### config.mk
export PLATFORM = sky130hd
export DESIGN_NAME = mem_port_arbiter
export DESIGN_NICKNAME = d
export VERILOG_FILES = /design/src/rtl/mem_port_arbiter_pkg.sv /design/src/rtl/mem_port_grant.sv /design/src/rtl/mem_port_arbiter.sv
export SDC_FILE = /design/constraint.sdc
export NUM_CORES = 1
export LEC_CHECK = 0
export CAP_MARGIN = 20
export CORE_ASPECT_RATIO = 1.2
export CORE_MARGIN = 2
export CORE_UTILIZATION = 35
export DETAILED_ROUTE_END_ITERATION = 12
export PLACE_DENSITY_LB_ADDON = 0.2
export SLEW_MARGIN = 15
export SYNTH_ARGS = -nofsm -noshare
export SYNTH_HDL_FRONTEND = slang
export SYNTH_SLANG_ARGS = --single-unit
### constraint.sdc
create_clock -name clk -period 2.15 [get_ports clk]
set_clock_uncertainty 0.15 [all_clocks]
set_input_delay 0.215 -clock clk [delete_from_list [all_inputs] [get_ports clk]]
set_output_delay 0.215 -clock clk [all_outputs]
set_load 0.03 [all_outputs]
### src/rtl/mem_port_arbiter_pkg.sv
// mem_port_arbiter_pkg: shared encodings and default widths for the memory port arbiter
package mem_port_arbiter_pkg;
  localparam int ADDR_W_DEF = 6;
  localparam int DATA_W_DEF = 16;
  typedef enum logic [1:0] {OWN_NONE = 2'b00, OWN_CPU = 2'b01, OWN_DMA = 2'b10} owner_e;
  typedef enum logic [1:0] {IDLE, ACC_CPU, ACC_DMA, RESP} state_e;
endpackage

### src/rtl/mem_port_grant.sv
// mem_port_grant: fixed CPU priority, yielding to DMA once the hold limit is reached
module mem_port_grant
  import mem_port_arbiter_pkg::*;
#(
  parameter int MAX_HOLD = 4
) (
  input  logic       cpu_req,
  input  logic       dma_req,
  input  logic [3:0] hold_cnt,
  output owner_e     next_owner
);
  logic starve;
  // DMA wins a tie only after MAX_HOLD consecutive CPU grants
  always_comb begin
    starve = dma_req && (hold_cnt == 4'(MAX_HOLD));
    next_owner = (cpu_req && !starve) ? OWN_CPU : dma_req ? OWN_DMA : OWN_NONE;
  end
endmodule

### src/rtl/mem_port_arbiter.sv
// mem_port_arbiter: shares one memory port between CPU and DMA with a req/ack handshake
module mem_port_arbiter
  import mem_port_arbiter_pkg::*;
#(
  parameter int ADDR_W   = ADDR_W_DEF,
  parameter int DATA_W   = DATA_W_DEF,
  parameter int MAX_HOLD = 4
) (
  input  logic              clk,
  input  logic              rst_n,
  input  logic              cpu_req,
  input  logic              cpu_we,
  input  logic [ADDR_W-1:0] cpu_addr,
  input  logic [DATA_W-1:0] cpu_wdata,
  output logic              cpu_ack,
  output logic [DATA_W-1:0] cpu_rdata,
  input  logic              dma_req,
  input  logic              dma_we,
  input  logic [ADDR_W-1:0] dma_addr,
  input  logic [DATA_W-1:0] dma_wdata,
  output logic              dma_ack,
  output logic [DATA_W-1:0] dma_rdata,
  output logic [ADDR_W-1:0] mem_addr,
  output logic [DATA_W-1:0] mem_wdata,
  output logic              mem_write,
  output logic              mem_read,
  input  logic [DATA_W-1:0] mem_rdata,
  output logic [1:0]        owner
);
  state_e            state_q, state_d;
  owner_e            owner_q, owner_d, next_owner;
  logic [3:0]        hold_q, hold_d;
  logic [ADDR_W-1:0] addr_q, addr_d;
  logic [DATA_W-1:0] wdata_q, wdata_d, cpu_rdata_q, cpu_rdata_d, dma_rdata_q, dma_rdata_d;

  mem_port_grant #(.MAX_HOLD(MAX_HOLD)) u_grant (
    .cpu_req   (cpu_req),
    .dma_req   (dma_req),
    .hold_cnt  (hold_q),
    .next_owner(next_owner)
  );

  // Address/data are latched at grant so they persist after the access ends
  always_comb begin
    state_d     = state_q;
    owner_d     = owner_q;
    hold_d      = hold_q;
    addr_d      = addr_q;
    wdata_d     = wdata_q;
    cpu_rdata_d = cpu_rdata_q;
    dma_rdata_d = dma_rdata_q;
    case (state_q)
      ACC_CPU: begin
        state_d     = RESP;
        cpu_rdata_d = cpu_we ? cpu_rdata_q : mem_rdata;
      end
      ACC_DMA: begin
        state_d     = RESP;
        dma_rdata_d = dma_we ? dma_rdata_q : mem_rdata;
      end
      IDLE, RESP: begin
        owner_d = next_owner;
        state_d = next_owner == OWN_CPU ? ACC_CPU : next_owner == OWN_DMA ? ACC_DMA : IDLE;
        if (next_owner == OWN_CPU) begin
          addr_d  = cpu_addr;
          wdata_d = cpu_wdata;
          hold_d  = !dma_req ? 4'd0 : (hold_q == 4'(MAX_HOLD)) ? hold_q : hold_q + 4'd1;
        end else if (next_owner == OWN_DMA) begin
          addr_d  = dma_addr;
          wdata_d = dma_wdata;
          hold_d  = 4'd0;
        end
      end
    endcase
  end

  // State register; reset abandons any access in flight
  always_ff @(posedge clk or negedge rst_n) begin
    if (!rst_n) begin
      state_q     <= IDLE;
      owner_q     <= OWN_NONE;
      hold_q      <= '0;
      addr_q      <= '0;
      wdata_q     <= '0;
      cpu_rdata_q <= '0;
      dma_rdata_q <= '0;
    end else begin
      state_q     <= state_d;
      owner_q     <= owner_d;
      hold_q      <= hold_d;
      addr_q      <= addr_d;
      wdata_q     <= wdata_d;
      cpu_rdata_q <= cpu_rdata_d;
      dma_rdata_q <= dma_rdata_d;
    end
  end

  assign mem_addr  = addr_q;
  assign mem_wdata = wdata_q;
  assign mem_write = (state_q == ACC_CPU && cpu_we) || (state_q == ACC_DMA && dma_we);
  assign mem_read  = (state_q == ACC_CPU && !cpu_we) || (state_q == ACC_DMA && !dma_we);
  assign cpu_ack   = state_q == RESP && owner_q == OWN_CPU;
  assign dma_ack   = state_q == RESP && owner_q == OWN_DMA;
  assign cpu_rdata = cpu_rdata_q;
  assign dma_rdata = dma_rdata_q;
  assign owner     = owner_q;
endmodule

After elaboration in Yosys (flattened, before gate mapping) --
Index checks and enable logic that the tools add are counted.
Cells by class: reductions and logical operators 21, $add $sub $neg 1, eq/ne operators 9, bitwise operators 2, mux-type cells 13
Operators with widths (number):
- $mux W16 | 2
- $mux W4 | 4
- $mux W6 | 2
- $eq A2 B2 Y1 const B | 4
- $logic_and A1 B1 Y1 | 8
- $mux W2 | 4
- $eq A2 B1 Y1 const B | 3
- $reduce_and A2 Y1 | 3
- $add A4 B1 Y4 const B | 1
- $eq A4 B3 Y1 const B | 1
- $pmux W2 S2 | 1
- $reduce_or A2 Y1 | 2
- $logic_not A1 Y1 | 3
- $ne A3 B3 Y1 const B | 1
- $reduce_and A3 Y1 | 1
- $logic_not A2 Y1 | 1
- $logic_or A1 B1 Y1 | 2
- $not A1 Y1 | 2
- $reduce_bool A2 Y1 | 1
Storage, ports and cells: input port bits 66, output and inout port bits 60, register bits after elaboration 62

Longest topological paths before layout --
Gate-level depths: netlist (run 1).
depth after elaboration 9, gate-level depth with buffers 7, mapped depth without buffers 5

Cells and area by module --
From an unflattened synthesis (run 1), not the netlist that was laid out.
Unflattened totals: cell total of the unflattened synthesis 216, area total of the unflattened synthesis 2782.7 sq um
By module, submodules not included:
- mem_port_arbiter | area each 2742.6 sq um, instances 1, seq. area each 1551.5 sq um, cells each 212
- mem_port_grant | area each 40.0 sq um, instances 1, seq. area each 0.0 sq um, cells each 4

Least setup slack after synthesis (run 1) --
OpenSTA, ideal clock, no wires.
path kind flip-flop to output port, start reg state_q[0], end out mem_read, setup slack 397 ps, required time 1785 ps, arrival 1388 ps, path buffers 2, stages on the path, launching flop included 7, path through dfrtp_1 inv_1 ha_1 nor2b_1 buf_2 buf_2 nand2b_1
Between the ends: longest elaborated chain between the ends 3, elaborated cells on any way between the ends 5
Ends and longest elaborated chain:
- from (decl) | line mem_port_arbiter.sv:30 | state_e state_q, state_d;
- from (signal assigned) | line mem_port_arbiter.sv:88 | state_q <= state_d;
- $eq A2 B1 Y1 / $eq A2 B2 Y1 (equally long branches) | line mem_port_arbiter.sv:101 | assign mem_read = (state_q == ACC_CPU && !cpu_we) || (state_q == ACC_DMA && !dma_we);
- $logic_and A1 B1 Y1 | line mem_port_arbiter.sv:101
- $logic_or A1 B1 Y1 (*) | line mem_port_arbiter.sv:101
- to (decl) | line mem_port_arbiter.sv:26 | output logic mem_read,
Mark *: on every way between the ends. The rest lies on a longest branch, timed or not.

Worst setup path in the final report (run 1) --
Ends and elaborated chain as after synthesis.

==> results.py, run 1 <==
metrics = {
    "grt": {
        "grt_remaining_overflow": 0,
        "grt_util_met1_pct": 20.07,
        "met2_usage_pct": 27.75,
        "grt_max_degree": 27,
        "track_usage_pct": 16.47,
        "grt-busiest-layer": "met2",
        "grt_pass1_wl_um": 11470,
        "antenna_found_initial": 0,
        "groute.layer.met3.usage_pct": 4.603,
        "grt_pass1_vias": 2500,
    },
    "routing": {
        "dr.first_iter.drc_count": 85,
        "drc_errors": 0,
        "wirelength_um": 7107,
        "avgViaCountPerCell": 5.045,
        "post_drt_wl_per_cell_um": 15.12,
        "ant_nets": 0,
        "dr.pass1.iters": 4,
        "num_vias": 2371,
    },
    "status": {
        "outcome": "finished clean",
    },
    "cts": {
        "clock_path_buffers": 2,
        "htree_levels": 3,
        "cts_sinks": 62,
        "path_clk_slew_ns": 0.07,
        "insertion_delay_ns": 0.33,
        "cts_tree": "done",
        "cts_made_buffers": 9,
        "cts_root_buf": "clkbuf_8",
    },
    "pwr": {
        "p_per_area_mw_per_mm2": 1650,
        "power_leakage_nw": 1.955,
        "vdd_drop_max_v": 0.0008384,
    },
    "synth": {
        "synth_fp_nets": 310,
        "synth_cell_types": 26,
        "synth_flop_cell": "dfrtp_1",
        "synth_area_mm2": 0.002870,
        "synthSimpleGateAreaFrac_pct": 14.17,
        "synthAdderAreaFrac_pct": 2.180,
        "yosysWarningCount": 0,
        "synth-compound-area-share_pct": 11.68,
        "synth_top_area_share_pct": 54.05,
        "synth_mux_area_share_pct": 13.69,
        "synthTopCellsByArea": "dfrtp_1, mux2_2, o211ai_2",
        "ys_seq_area_share_pct": 54.05,
        "async_flop_share_pct": 100.0,
        "syn_area_per_cell_um2": 12.01,
        "synth_seq_cells": 62,
        "synthXorXnorAreaFrac_pct": 0,
        "synth_top_family_by_area": "simple AND/OR/NAND/NOR gates",
        "synth_edf_count": 0,
        "syn_inst": 239,
        "synth_top_cell_by_area": "dfrtp_1",
    },
    "critical_path": {
        "start_kind": "register",
        "reg2reg_to": "hold_q[3]",
        "crit_required_ns": 1.78,
        "endpoint_kind": "primary output",
        "arrival_ns": 1.67,
        "reg2reg_from": "state_q[0]",
        "reg2reg_slack_ns": 0.35,
        "critPathKind": "register to primary output",
        "crit_fanout": 17,
        "reg2reg_depth": 6,
    },
    "timing": {
        "grt_setup_unrepaired": "no",
        "holdWs_ns": 0.2849,
        "min_period_ns": 2.032,
        "tightest_slew_ns": 0.6166,
        "slew_headroom_pct": 58.89,
        "fmax_mhz": 492.1,
        "finalSetupTns_ns": 0,
        "period_share_pct": 94.52,
        "final-hold-violation-count": 0,
        "finalSetupViolCount": 0,
        "slew_viol_final": 0,
    },
    "floorplanning": {
        "initial_core_util_pct": 35.60,
        "die_w_um": 86.67,
        "io_pins": 126,
        "die-area_mm2": 0.008944,
        "die_height_um": 103.2,
        "rows": 36,
        "design.core.area_mm2": 0.008063,
    },
    "worst_hold_path": {
        "hold_class": "input pin to async pin",
    },
    "finish": {
        "antenna_cells": 0,
        "drive_gt1_share_pct": 23.20,
        "finish.net_count": 441,
        "areaGrowthSynthToFinish_pct": 56.67,
    },
    "place": {
        "hpwl_um": 5111,
        "place_congestion": 0.7035,
        "port_buffers": 125,
    },
    "run": {
        "drv_cap": 0,
    },
}
## logic make-up after synthesis
kind of cell               after synthesis
and+or+nand+nor                         82
DFF                                     62
muxes                                   35
AOI/OAI and AO/OA                       31
buffers and inverters                   24
adders and majority gates                5
## power by group
group          internal [W]  leakage (nW)  switching, W  total [W]
registers           0.00175         0.746      0.000316    0.00207
clock network      0.000651         0.106      0.000449    0.00110
logic               0.00191          1.10       0.00234    0.00425
total               0.00431          1.96       0.00311    0.00742
## flip-flops by register name (all words and copies together) (netlist names)
| signal | flops |
|---|---|
| mem_wdata | 16 |
| dma_rdata | 16 |
| cpu_rdata | 16 |
| owner | 2 |
| state_q | 2 |
| mem_addr | 6 |
| hold_q | 4 |
## Yosys cell counts, types with 3 or more instances
library cell and count:
nand4_1 22, nand2_1 48, buf_2 7, buf_6 3, dfrtp_1 62, inv_1 5, o211ai_1 3, nor2b_1 3
a22o_1 3, o211ai_2 19, mux2_2 34, clkbuf_1 9, ha_1 5
## metrics by stage
stage	power (W)	utilization, %	setup slack [ns]	cell area (µm²)	instances
2_1_floorplan	0.004619	-	0.3967	2870	239
3_3_place_gp	0.006324	52.90	0.2120	4265	453
3_5_place_dp	0.006385	52.90	0.1682	4265	453
4_1_cts	0.007518	55.66	0.02616	4488	470
5_1_grt	0.007866	55.77	0.02230	4497	470
6_report	0.007419	55.77	0.1177	4497	470
## metal layers
layer	vias to the layer above	share of wire, %
li1	1115	-
met1	1160	44
met2	92	48
met3	4	6.6
met4	0	0.73
met5	-	0
## critical path, stage by stage (launching register included)
cell and delay (ns):
dfrtp_1 0.40, inv_1 0.07, ha_1 0.19, nor2b_1 0.18, buf_6 0.22, nand2b_1 0.12, buf_4 0.15
## cell usage in the layout, fill, tap and decap left out, types with 3 or more instances in the layout
master           netlist  layout
a22o_1                 3       3
buf_4                  0      10
ha_1                   5       5
o211ai_1               3       3
clkdlybuf4s50_1        0     120
nand2_1               48      48
dfrtp_1               62      62
buf_12                 0       3
clkbuf_8               0       9
nand4_1               22      22
inv_1                  5       5
nor2b_1                3       3
mux2_2                34      34
o211ai_2              19      19
## layout make-up
cell class	instances	area, µm²
flip-flops and latches	62	1551
multi-input cells	153	1197
clock buffers	10	127.6
fillers	706	3566
repair buffers	139	1396
well taps	95	118.9
clock inverters	6	86.33
inverters	5	18.77
## how the worst max path moves through the flow
stage | from | end | slack (ns)
after global routing | state_q[0] | mem_read | 0.02
after floorplan | state_q[0] | mem_read | 0.40
final | state_q[0] | mem_read | 0.12
after detailed placement | dma_req | mem_wdata[1] | 0.17
after global placement | dma_req | mem_wdata[0] | 0.21
after CTS | state_q[0] | cpu_ack | 0.03
## timing repair
item / in CTS / in global routing
hold buffers: 1 / 0
resized for setup: 1 / 3
buffers inserted: 0 / 0
endpoints found under the setup margin: 1 / 3
hold endpoints to repair: 22 / 0
Power figures use the tool's default switching activity.
==> inputs of run 2 (changes only) <==
- CTS_CLUSTER_SIZE: unset -> 24
- SKIP_CTS_REPAIR_TIMING: unset -> 1
==> run 2 against run 1 <==
Against the previous run:
- utilization about the same
- worst hold slack about the same
- count of clock-buffer cells in the layout unchanged
- sequential cell count unchanged
- cell area is essentially flat
- total power is essentially flat
- critical path type unchanged
- global-route usage is essentially flat
- die area stayed put
- worst setup slack unchanged
- non-clock buffer count unchanged
- register-to-register slack hardly changed
- via count is 0.21% lower
==> results.py, run 2 (synthesis results as in run 1) <==
metrics = {
    "worst_hold_path": {
        "hold_class": "input pin to async pin",
    },
    "place": {
        "place_area_mm2": 0.004265,
        "dpl.cell_count": 453,
        "port_buffers": 125,
        "place_congestion": 0.7035,
        "hpwl_um": 5111,
        "post-place-ws_ns": 0.1682,
    },
    "cts": {
        "clock_path_buffers": 2,
        "cts_sinks": 62,
        "insertion_delay_ns": 0.33,
        "cts_tree": "done",
        "path_clk_slew_ns": 0.07,
        "cts_root_buf": "clkbuf_8",
        "cts_made_buffers": 9,
        "htree_levels": 3,
    },
    "timing": {
        "grt_setup_unrepaired": "no",
        "slew_viol_final": 0,
        "min_period_ns": 2.032,
        "fmax_mhz": 492.1,
        "period_share_pct": 94.52,
        "setup_ws_ns": 0.1177,
        "finalSetupViolCount": 0,
        "slew_headroom_pct": 58.88,
        "tightest_slew_ns": 0.6167,
        "final-hold-violation-count": 0,
    },
    "floorplanning": {
        "die_height_um": 103.2,
        "initial_core_util_pct": 35.60,
        "design.core.area_mm2": 0.008063,
        "io_pins": 126,
        "rows": 36,
        "die_w_um": 86.67,
        "die-area_mm2": 0.008944,
    },
    "grt": {
        "grt_remaining_overflow": 0,
        "track_usage_pct": 16.45,
        "grt_pass1_vias": 2494,
        "grt_max_degree": 27,
        "antenna_found_initial": 0,
        "grt_pass1_wl_um": 11460,
    },
    "finish": {
        "stdcell_count": 470,
        "antenna_cells": 0,
        "final_cell_mix": "clkdlybuf4s50_1, dfrtp_1, nand2_1",
        "finish.net_count": 441,
        "design_area_mm2": 0.004501,
        "final_common_cell": "clkdlybuf4s50_1",
        "drive_gt1_share_pct": 23.20,
        "areaGrowthSynthToFinish_pct": 56.80,
    },
    "pwr": {
        "p_per_area_mw_per_mm2": 1649,
        "vdd_drop_max_v": 0.0008382,
        "finalPower_w": 0.007422,
        "p_seq_share_pct": 27.8,
        "power_leakage_nw": 1.967,
        "comb_power_share_pct": 57.3,
        "power.switching_w": 0.003109,
        "clock_power_share_pct": 14.8,
        "p_sw_share_pct": 41.89,
        "internal_power_w": 0.004313,
    },
    "critical_path": {
        "start_kind": "register",
        "arrival_ns": 1.67,
        "crit_required_ns": 1.78,
        "critPathKind": "register to primary output",
        "endpoint_kind": "primary output",
        "reg2reg_slack_ns": 0.35,
        "crit_fanout": 17,
    },
    "status": {
        "outcome": "finished clean",
    },
    "routing": {
        "dr.first_iter.drc_count": 85,
        "avgViaCountPerCell": 5.034,
        "wirelength_um": 7106,
        "dr.pass1.iters": 4,
        "post_drt_wl_per_cell_um": 15.12,
        "ant_nets": 0,
        "drc_errors": 0,
        "num_vias": 2366,
    },
    "run": {
        "drv_cap": 0,
    },
}
==> run 2: cell types whose count changed in the layout (fill, tap and decap cells not counted), sizes merged <==
cell	before	now
dlygate4sd2	1	0
dlymetal6s2s	2	3
==> run 2: power by group through the flow <==
stage	logic, W	clock network (W)	registers, W
after CTS	0.00431	0.00114	0.00207
final	0.00426	0.00110	0.00207
after global placement	0.00424	0	0.00208
after detailed placement	0.00431	0	0.00208
after floorplan	0.00150	0	0.00312
after global routing	0.00454	0.00119	0.00214
==> run 2: final cells by class <==
| cell class | count | area, µm² |
|---|---|---|
| fillers | 705 | 3562 |
| flip-flops and latches | 62 | 1551 |
| repair buffers | 139 | 1400 |
| multi-input cells | 153 | 1197 |
| clock buffers | 10 | 127.6 |
| well taps | 95 | 118.9 |
| clock inverters | 6 | 86.33 |
| inverters | 5 | 18.77 |
==> run 2: worst max-delay path, cell delays in order, from the launching register on <==
cell and delay (ns):
dfrtp_1 0.40, inv_1 0.07, ha_1 0.19, nor2b_1 0.18
buf_6 0.22, nand2b_1 0.12, buf_4 0.15
==> run 2: final timing paths <==
check                                    from            end  cells after the start
worst max-delay path               state_q[0]       mem_read                      6
worst min-delay path                    rst_n  dma_rdata[12]                      2
worst max register to register     state_q[0]      hold_q[3]                      6
worst min register to register  mem_wdata[15]  mem_wdata[15]                      2
max in group asynchronous               rst_n   dma_rdata[1]                      3
min in group clk                 dma_wdata[0]   mem_wdata[0]                      3
==> run 2: per-layer routing <==
metal  up-vias  share of wire [%]  global-route usage, %
li1       1115                  -                      -
met1      1155                 44                  20.07
met2        92                 48                  27.69
met3         4                6.7                  4.603
met4         0               0.73                  6.490
met5         -                  0                      0
==> run 2: stage by stage <==
stage          util (%)  setup TNS, ns  hold WS, ns
2_1_floorplan         -              0      -0.2306
3_3_place_gp      52.90              0       0.1168
3_5_place_dp      52.90              0       0.1221
4_1_cts           55.56       -0.01975      -0.2474
5_1_grt           55.82              0       0.3009
6_report          55.82              0       0.2849
==> inputs of run 3 (changes only) <==
- CORE_ASPECT_RATIO: 1.2 -> unset
==> run 3 against run 2 <==
Against the previous run:
- non-clock buffer count grew 1
- first-iteration DRC count decreased by 27%
- highest routed layer unchanged
- sequential cell count unchanged
- utilization decreased by 0.052 points
==> results.py, run 3 (synthesis results as in run 1) <==
metrics = {
    "status": {
        "outcome": "finished clean",
    },
    "critical_path": {
        "reg2reg_slack_ns": 0.32,
        "critPathKind": "register to primary output",
        "crit_required_ns": 1.78,
        "crit_fanout": 3,
        "cp_top_family": "buffers and inverters",
        "cp.buffers_inverters": 1,
        "arrival_ns": 1.70,
        "cp_cell_sequence": "ha_1 > and3b_1 > clkdlybuf4s50_1",
        "critPathMaxStageDelay_ns": 0.68,
        "endpoint_kind": "primary output",
        "start_kind": "register",
        "crit_slowest_cell": "clkdlybuf4s50_1",
    },
    "place": {
        "place_area_mm2": 0.004273,
        "hpwl_um": 4991,
        "place_congestion": 0.8022,
        "post-place-ws_ns": 0.2341,
        "port_buffers": 125,
    },
    "routing": {
        "ant_nets": 0,
        "dr.first_iter.drc_count": 62,
        "avgViaCountPerCell": 4.859,
        "wirelength_um": 7097,
        "dr.pass1.iters": 4,
        "num_vias": 2337,
        "post_drt_wl_per_cell_um": 14.75,
        "drc_errors": 0,
    },
    "timing": {
        "final-hold-violation-count": 0,
        "slew_viol_final": 0,
        "setup_ws_ns": 0.08615,
        "tightest_slew_ns": 0.3645,
        "finalSetupViolCount": 0,
        "period_share_pct": 95.99,
        "finalSetupTns_ns": 0,
        "fmax_mhz": 484.5,
        "min_period_ns": 2.064,
        "grt_setup_unrepaired": "no",
        "slew_headroom_pct": 75.66,
    },
    "finish": {
        "antenna_cells": 0,
        "seq_area_mm2": 0.001551,
        "fill_cells": 737,
        "final_common_cell": "clkdlybuf4s50_1",
        "final_cell_mix": "clkdlybuf4s50_1, dfrtp_1, nand2_1",
        "design_area_mm2": 0.004513,
        "finish.net_count": 442,
        "areaGrowthSynthToFinish_pct": 57.24,
        "multi_input_area_mm2": 0.001197,
        "final_util_pct": 55.77,
        "drive_gt1_share_pct": 23.67,
    },
    "pwr": {
        "power_leakage_nw": 1.949,
        "vdd_drop_max_v": 0.0006213,
        "p_per_area_mw_per_mm2": 1644,
    },
    "grt": {
        "grt_pass1_wl_um": 10980,
        "track_usage_pct": 15.92,
        "antenna_found_initial": 0,
        "grt_remaining_overflow": 0,
        "grt_max_degree": 63,
        "grt_pass1_vias": 2247,
    },
    "floorplanning": {
        "initial_core_util_pct": 35.47,
        "design.core.area_mm2": 0.008093,
        "die_height_um": 94.56,
        "die_w_um": 94.56,
        "rows": 33,
        "die-area_mm2": 0.008941,
        "io_pins": 126,
    },
    "cts": {
        "insertion_delay_ns": 0.32,
        "clock_path_buffers": 2,
        "cts_root_buf": "clkbuf_8",
        "cts_made_buffers": 9,
        "cts_tree": "done",
        "path_clk_slew_ns": 0.07,
        "cts_sinks": 62,
        "htree_levels": 3,
    },
    "worst_hold_path": {
        "hold_class": "input pin to async pin",
    },
    "run": {
        "drv_cap": 0,
    },
}
-- run 3: cell types whose count changed in the layout (fill, tap and decap cells not counted), sizes merged --
cell	change
inv	+1
buf	+1
dlymetal6s2s	-1
clkinv	-1
clkinvlp	+1
clkdlybuf4s50	+1
clkbuf	-1
-- run 3: final cells by class --
type                    count  share of cell area (%)
repair buffers            140                   30.86
multi-input cells         153                   26.53
flip-flops and latches     62                   34.38
well taps                 105                   2.911
clock inverters             7                   2.162
clock buffers               9                   2.745
inverters                   5                  0.4159
-- run 3: worst register-to-register path, delay by kind of cell (launching register included) --
kind,cells,cell delay [ns]
simple gates,2,0.51
compound gates,1,0.18
buf+inv,2,0.28
flops,1,0.40
fa+ha+maj,1,0.21
-- run 3: where the power goes --
| part | internal, W | total, W | switching (W) |
|---|---|---|---|
| combinational | 0.00188 | 0.00422 | 0.00233 |
| clock | 0.000656 | 0.00112 | 0.000468 |
| sequential | 0.00175 | 0.00208 | 0.000328 |
-- run 3: path summary, 6_finish.rpt --
kind | start | end | cells after the start
max in group asynchronous | rst_n | dma_rdata[7] | 3
hold reg to reg | mem_wdata[1] | mem_wdata[1] | 2
hold / removal | rst_n | cpu_rdata[12] | 3
setup / recovery | state_q[0] | dma_ack | 3
min in group clk | dma_wdata[13] | mem_wdata[13] | 3
setup reg to reg | hold_q[0] | mem_wdata[2] | 6
-- run 3: per-layer routing --
layer  GRT usage (%)  part of all wire [%]  wire, µm
met4           5.797                  0.76        54
met3           5.347                   9.9       706
met5               0                     0         0
met2           22.80                    42      3010
met1           22.41                    47      3325
-- run 3: through the flow --
| stage | hold slack, ns | cells | total power, W |
|---|---|---|---|
| floorplan | -0.2306 | 239 | 0.004619 |
| global placement | 0.1031 | 464 | 0.006283 |
| detailed placement | 0.1113 | 464 | 0.006351 |
| CTS | -0.2487 | 480 | 0.007506 |
| global route | 0.2955 | 481 | 0.007848 |
| finish | 0.2679 | 481 | 0.007420 |
